**src/rtl/spdif_tx.sv**
```systemverilog
// S/PDIF (IEC 60958) biphase-mark transmitter: 24-bit stereo samples with B/M/W preambles and V/U/C/P bits.
// Free-running; each half-bit level is held CLK_PER_HALFBIT clk cycles, and data_i is captured as ack_o pulses.
module spdif_tx #(
    parameter int CLK_PER_HALFBIT      = 4,
    parameter int CLK_PER_HALFBIT_LOG2 = 5
) (
    input  logic         clk,
    input  logic         rst,
    input  logic [23:0]  data_i,
    input  logic [191:0] udata_i,
    input  logic [191:0] cdata_i,
    output logic         signal_o,
    output logic         ack_o,
    output logic         lrck_o,
    output logic [7:0]   frame_o
);
    localparam logic [CLK_PER_HALFBIT_LOG2-1:0] CYC_LAST =
        CLK_PER_HALFBIT_LOG2'(CLK_PER_HALFBIT - 1);
    localparam logic [7:0] PRE_B = 8'b1110_1000;
    localparam logic [7:0] PRE_M = 8'b1110_0010;
    localparam logic [7:0] PRE_W = 8'b1110_0100;

    // Counters point at the position entered on the next edge, so the
    // first edge after reset enters cyc=0/hb=0 of a left subframe.
    logic [CLK_PER_HALFBIT_LOG2-1:0] cyc;
    logic [5:0]  hb;
    logic        sub;
    logic [7:0]  frame;

    logic [23:0] sr;
    logic        u_bit;
    logic        c_bit;
    logic        par;

    logic [4:0]  slot;
    logic        slot_bit;
    logic [7:0]  preamble;

    always_comb begin
        slot     = hb[5:1];
        slot_bit = sr[0];
        case (slot)
            5'd28:   slot_bit = 1'b0;
            5'd29:   slot_bit = u_bit;
            5'd30:   slot_bit = c_bit;
            5'd31:   slot_bit = par;
            default: slot_bit = sr[0];
        endcase
        if (sub)
            preamble = PRE_W;
        else if (frame == 8'd0)
            preamble = PRE_B;
        else
            preamble = PRE_M;
    end

    always_ff @(posedge clk) begin
        if (rst) begin
            cyc      <= '0;
            hb       <= '0;
            sub      <= 1'b0;
            frame    <= '0;
            sr       <= '0;
            u_bit    <= 1'b0;
            c_bit    <= 1'b0;
            par      <= 1'b0;
            signal_o <= 1'b0;
            ack_o    <= 1'b0;
            lrck_o   <= 1'b1;
            frame_o  <= '0;
        end else begin
            ack_o <= 1'b0;
            if (cyc == '0) begin
                if (hb == 6'd0) begin
                    sr      <= data_i;
                    u_bit   <= udata_i[frame];
                    c_bit   <= cdata_i[frame];
                    par     <= 1'b0;
                    ack_o   <= 1'b1;
                    lrck_o  <= ~sub;
                    frame_o <= frame;
                end
                // Even parity leaves the line at 0 after every subframe,
                // so preambles go out verbatim.
                if (hb < 6'd8) begin
                    signal_o <= preamble[3'd7 - hb[2:0]];
                end else if (!hb[0]) begin
                    signal_o <= ~signal_o;
                end else begin
                    if (slot_bit)
                        signal_o <= ~signal_o;
                    if (slot <= 5'd30)
                        par <= par ^ slot_bit;
                    if (slot <= 5'd27)
                        sr <= sr >> 1;
                end
            end

            if (cyc == CYC_LAST) begin
                cyc <= '0;
                hb  <= hb + 6'd1;
                if (hb == 6'd63) begin
                    sub <= ~sub;
                    if (sub)
                        frame <= (frame == 8'd191) ? 8'd0 : frame + 8'd1;
                end
            end else begin
                cyc <= cyc + 1'b1;
            end
        end
    end
endmodule

```
**config.mk**
```make
export PLATFORM = sky130hd
export DESIGN_NAME = spdif_tx
export DESIGN_NICKNAME = d
export VERILOG_FILES = /design/src/rtl/spdif_tx.sv
export SDC_FILE = /design/constraint.sdc
export NUM_CORES = 1
export LEC_CHECK = 0
export CAP_MARGIN = 20
export CORE_AREA = 2 2 163 165
export CTS_BUF_LIST = sky130_fd_sc_hd__clkbuf_4
export DETAILED_ROUTE_END_ITERATION = 7
export DIE_AREA = 0 0 165 167
export GPL_ROUTABILITY_DRIVEN = 0
export SYNTH_ARGS = -nofsm -noshare
export SYNTH_HDL_FRONTEND = slang
export SYNTH_SLANG_ARGS = --single-unit
export TNS_END_PERCENT = 1
```
**constraint.sdc**
```tcl
create_clock -name clk -period 3.9 [get_ports clk]
set_input_delay 0.78 -clock clk [delete_from_list [all_inputs] [get_ports clk]]
set_output_delay 0.78 -clock clk [all_outputs]
set_load 0.05 [all_outputs]
```
==> reports/metrics.cfg <==
[synthesis]
synth.most_common_cell=nor2_1
synth_edf_count=0
seq_area_frac_synth=0.1934
ys_top_cells_by_area=mux4_2 23%, dfxtp_1 19%, mux2i_1 9.2%
yosys_most_used_dff=dfxtp_1
yosys_warnings=0
yosysTopAreaCellShare=0.2325
synth_area_leader_cell=mux4_2
synth_async_sr_flop_share=0
ys_seq_elements=58
synthDistinctLibCells=61
synth_fp_nets=1004
synth_area_per_cell_um2=10.23
synth_area_um2=6005
ys_top_cells_by_count=71 x nor2_1, 62 x mux4_2, 58 x dfxtp_1
netlist_instances=587

[timing]
hold_viol_final=0
fin_ws_ps=1002
whs_ps=488.5
finalMaxSlewViolations=0
tightest_slew_ps=890.1
rsz0062_at_grt=no
period_needed_ps=2898
skew_ps=17.81
fmax_mhz=345.1
setup_viol=0
fin_setup_tns_ps=0
finalCritPeriodShare=0.7431
relSlewSlack=0.4066

[floorplan]
initial_utilization=0.2331
coreArea_um2=25760
die_h_um=167
dieArea_um2=27560
fp-row-count=59
io_pins=421
fp.dieW_um=165

[placed_design]
hpwl_um=23530
io_buffers=420
dp_cells=1304
preCtsSetupSlack_ps=751.4

[cts]
insertion_delay_ps=400
htreeDepth=3
post_cts_buffers=0
cts_tree=built
clock_sinks=58
cts_resized=0
cts.clk_slew.worst_paths_ps=110
numCtsBuffers=9
cts_max_path_buffers=2
ctsRootBufferMaster=clkbuf_4
cts_hold_buf=0

[power_and_ir_drop]
powerDensity_nw_per_um2=178.9
p_leak_nw=3.549
combPwrFrac=0.411
power.internal_mw=1.375
p_switching_uw=504.8
swShare=0.2685
clkPwrFrac=0.224
max-vdd-ir-drop_uv=120.4
power_frac_seq=0.365

[worst_hold_path]
hp-class=reg2reg

[final_layout]
seq_area_um2=1171
multi_input_area_um2=4349
layoutNonFillerInstCount=1323
fill_cells=2500
syn_to_final_growth_pct=75.02
layout.nets=1397
drive_gt1_frac=0.1188

[global_route]
grt_pass1_vias=7030
grt.overflow.total=0
antenna_found_initial=6
grt_pass1_wl_um=41750
track_usage=0.2017
grt_max_degree=54

[critical_path]
crit_path_max_incr_delay_ps=750
slowest_stage=dfxtp_4
end_kind=flop
required_ps=4250
path_class=reg2reg
worstPathMaxFanout=44
worstPathArrival_ps=3250
crit_chain=nand2_1 -> o221ai_1 -> a21oi_1 -> o31ai_1 -> nor3_1 -> a211oi_1 -> o41a_1
startpoint_type=flop

[routing]
ant_nets=0
drc=0
drt-pass1-iter-count=4
totalWireLength_um=28570
drtIter0Drc=312
vias=6616
routedWlPerCell_um=21.59
vias_per_cell=5.001

[flow_run]
maxCapViolCount=0

[outcome]
status=completed

final timing paths:
| kind | from | end | slack, ps | cells past startpoint |
|---|---|---|---|---|
| setup / recovery | frame[1] | c_bit | 1000 | 7 |
| hold / removal | cyc[0] | cyc[0] | 490 | 1 |
| setup reg to reg | frame[1] | c_bit | 1000 | 7 |
| hold reg to reg | cyc[0] | cyc[0] | 490 | 1 |
layer usage:
metal | vias to the layer above | GRT usage | wire length, µm
li1 | 3140 | - | -
met3 | 37 | 0.04782 | 2175
met2 | 318 | 0.3486 | 14140
met1 | 3119 | 0.2474 | 11720
met4 | 2 | 0.05860 | 516
met5 | - | 0 | 12
registers in the layout, indices dropped and copies added (netlist names):
name	flops
ack_o	1
c_bit	1
cyc	5
frame	8
frame_o	8
hb	6
lrck_o	1
par	1
signal_o	1
sr	24
sub	1
u_bit	1
critical path: cells and delay by family (launching register included):
family | cells | cell delay (ps)
AOI/OAI and AO/OA | 5 | 1340
and+or+nand+nor | 2 | 730
DFF | 1 | 750
power groups by stage:
stage / combinational (mW) / clock, mW / sequential [mW]
after global placement: 0.766 / 0 / 0.698
after detailed placement: 0.775 / 0 / 0.699
after floorplan: 0.274 / 0 / 0.706
final: 0.772 / 0.421 / 0.686
after CTS: 0.778 / 0.438 / 0.686
after global routing: 0.834 / 0.465 / 0.693
cells by family after synthesis:
kind of cell,after synthesis,synth area share
mux,140,0.4074
compound gates,137,0.1602
simple gates,155,0.1202
fa+ha+maj,7,0.01459
flops,58,0.1934
xor+xnor,15,0.02188
buf+inv,75,0.08231
cells in the final DEF, fill, tap and decap left out, types with 9 or more instances in the layout:
cell,n
buf_4,21
a21oi_1,25
nand2_1,24
xnor2_1,9
inv_1,11
o221ai_1,11
a211oi_1,29
mux2i_1,55
mux4_1,16
nor2_1,71
o22ai_1,31
nand3_1,16
clkdlybuf4s50_1,419
nor3_1,15
clkbuf_4,11
dfxtp_1,54
mux4_2,62
per-stage QoR:
stage               cell area (µm²)    util  total power [mW]
global route                  10510  0.4078             1.991
floorplan                      6005       -            0.9806
detailed placement            10370  0.4026             1.474
global placement              10370  0.4026             1.465
CTS                           10500  0.4076             1.902
finish                        10510  0.4079             1.880
cell type report:
class,instances,area share
diodes,3,0.0007144
multi-input cells,454,0.4139
clock inverters,5,0.004405
repair buffers,442,0.4165
flip-flops and latches,58,0.1114
clock buffers,11,0.007858
inverters,15,0.005358
well taps,335,0.03989
No activity file was read; power rests on OpenSTA's default activity.
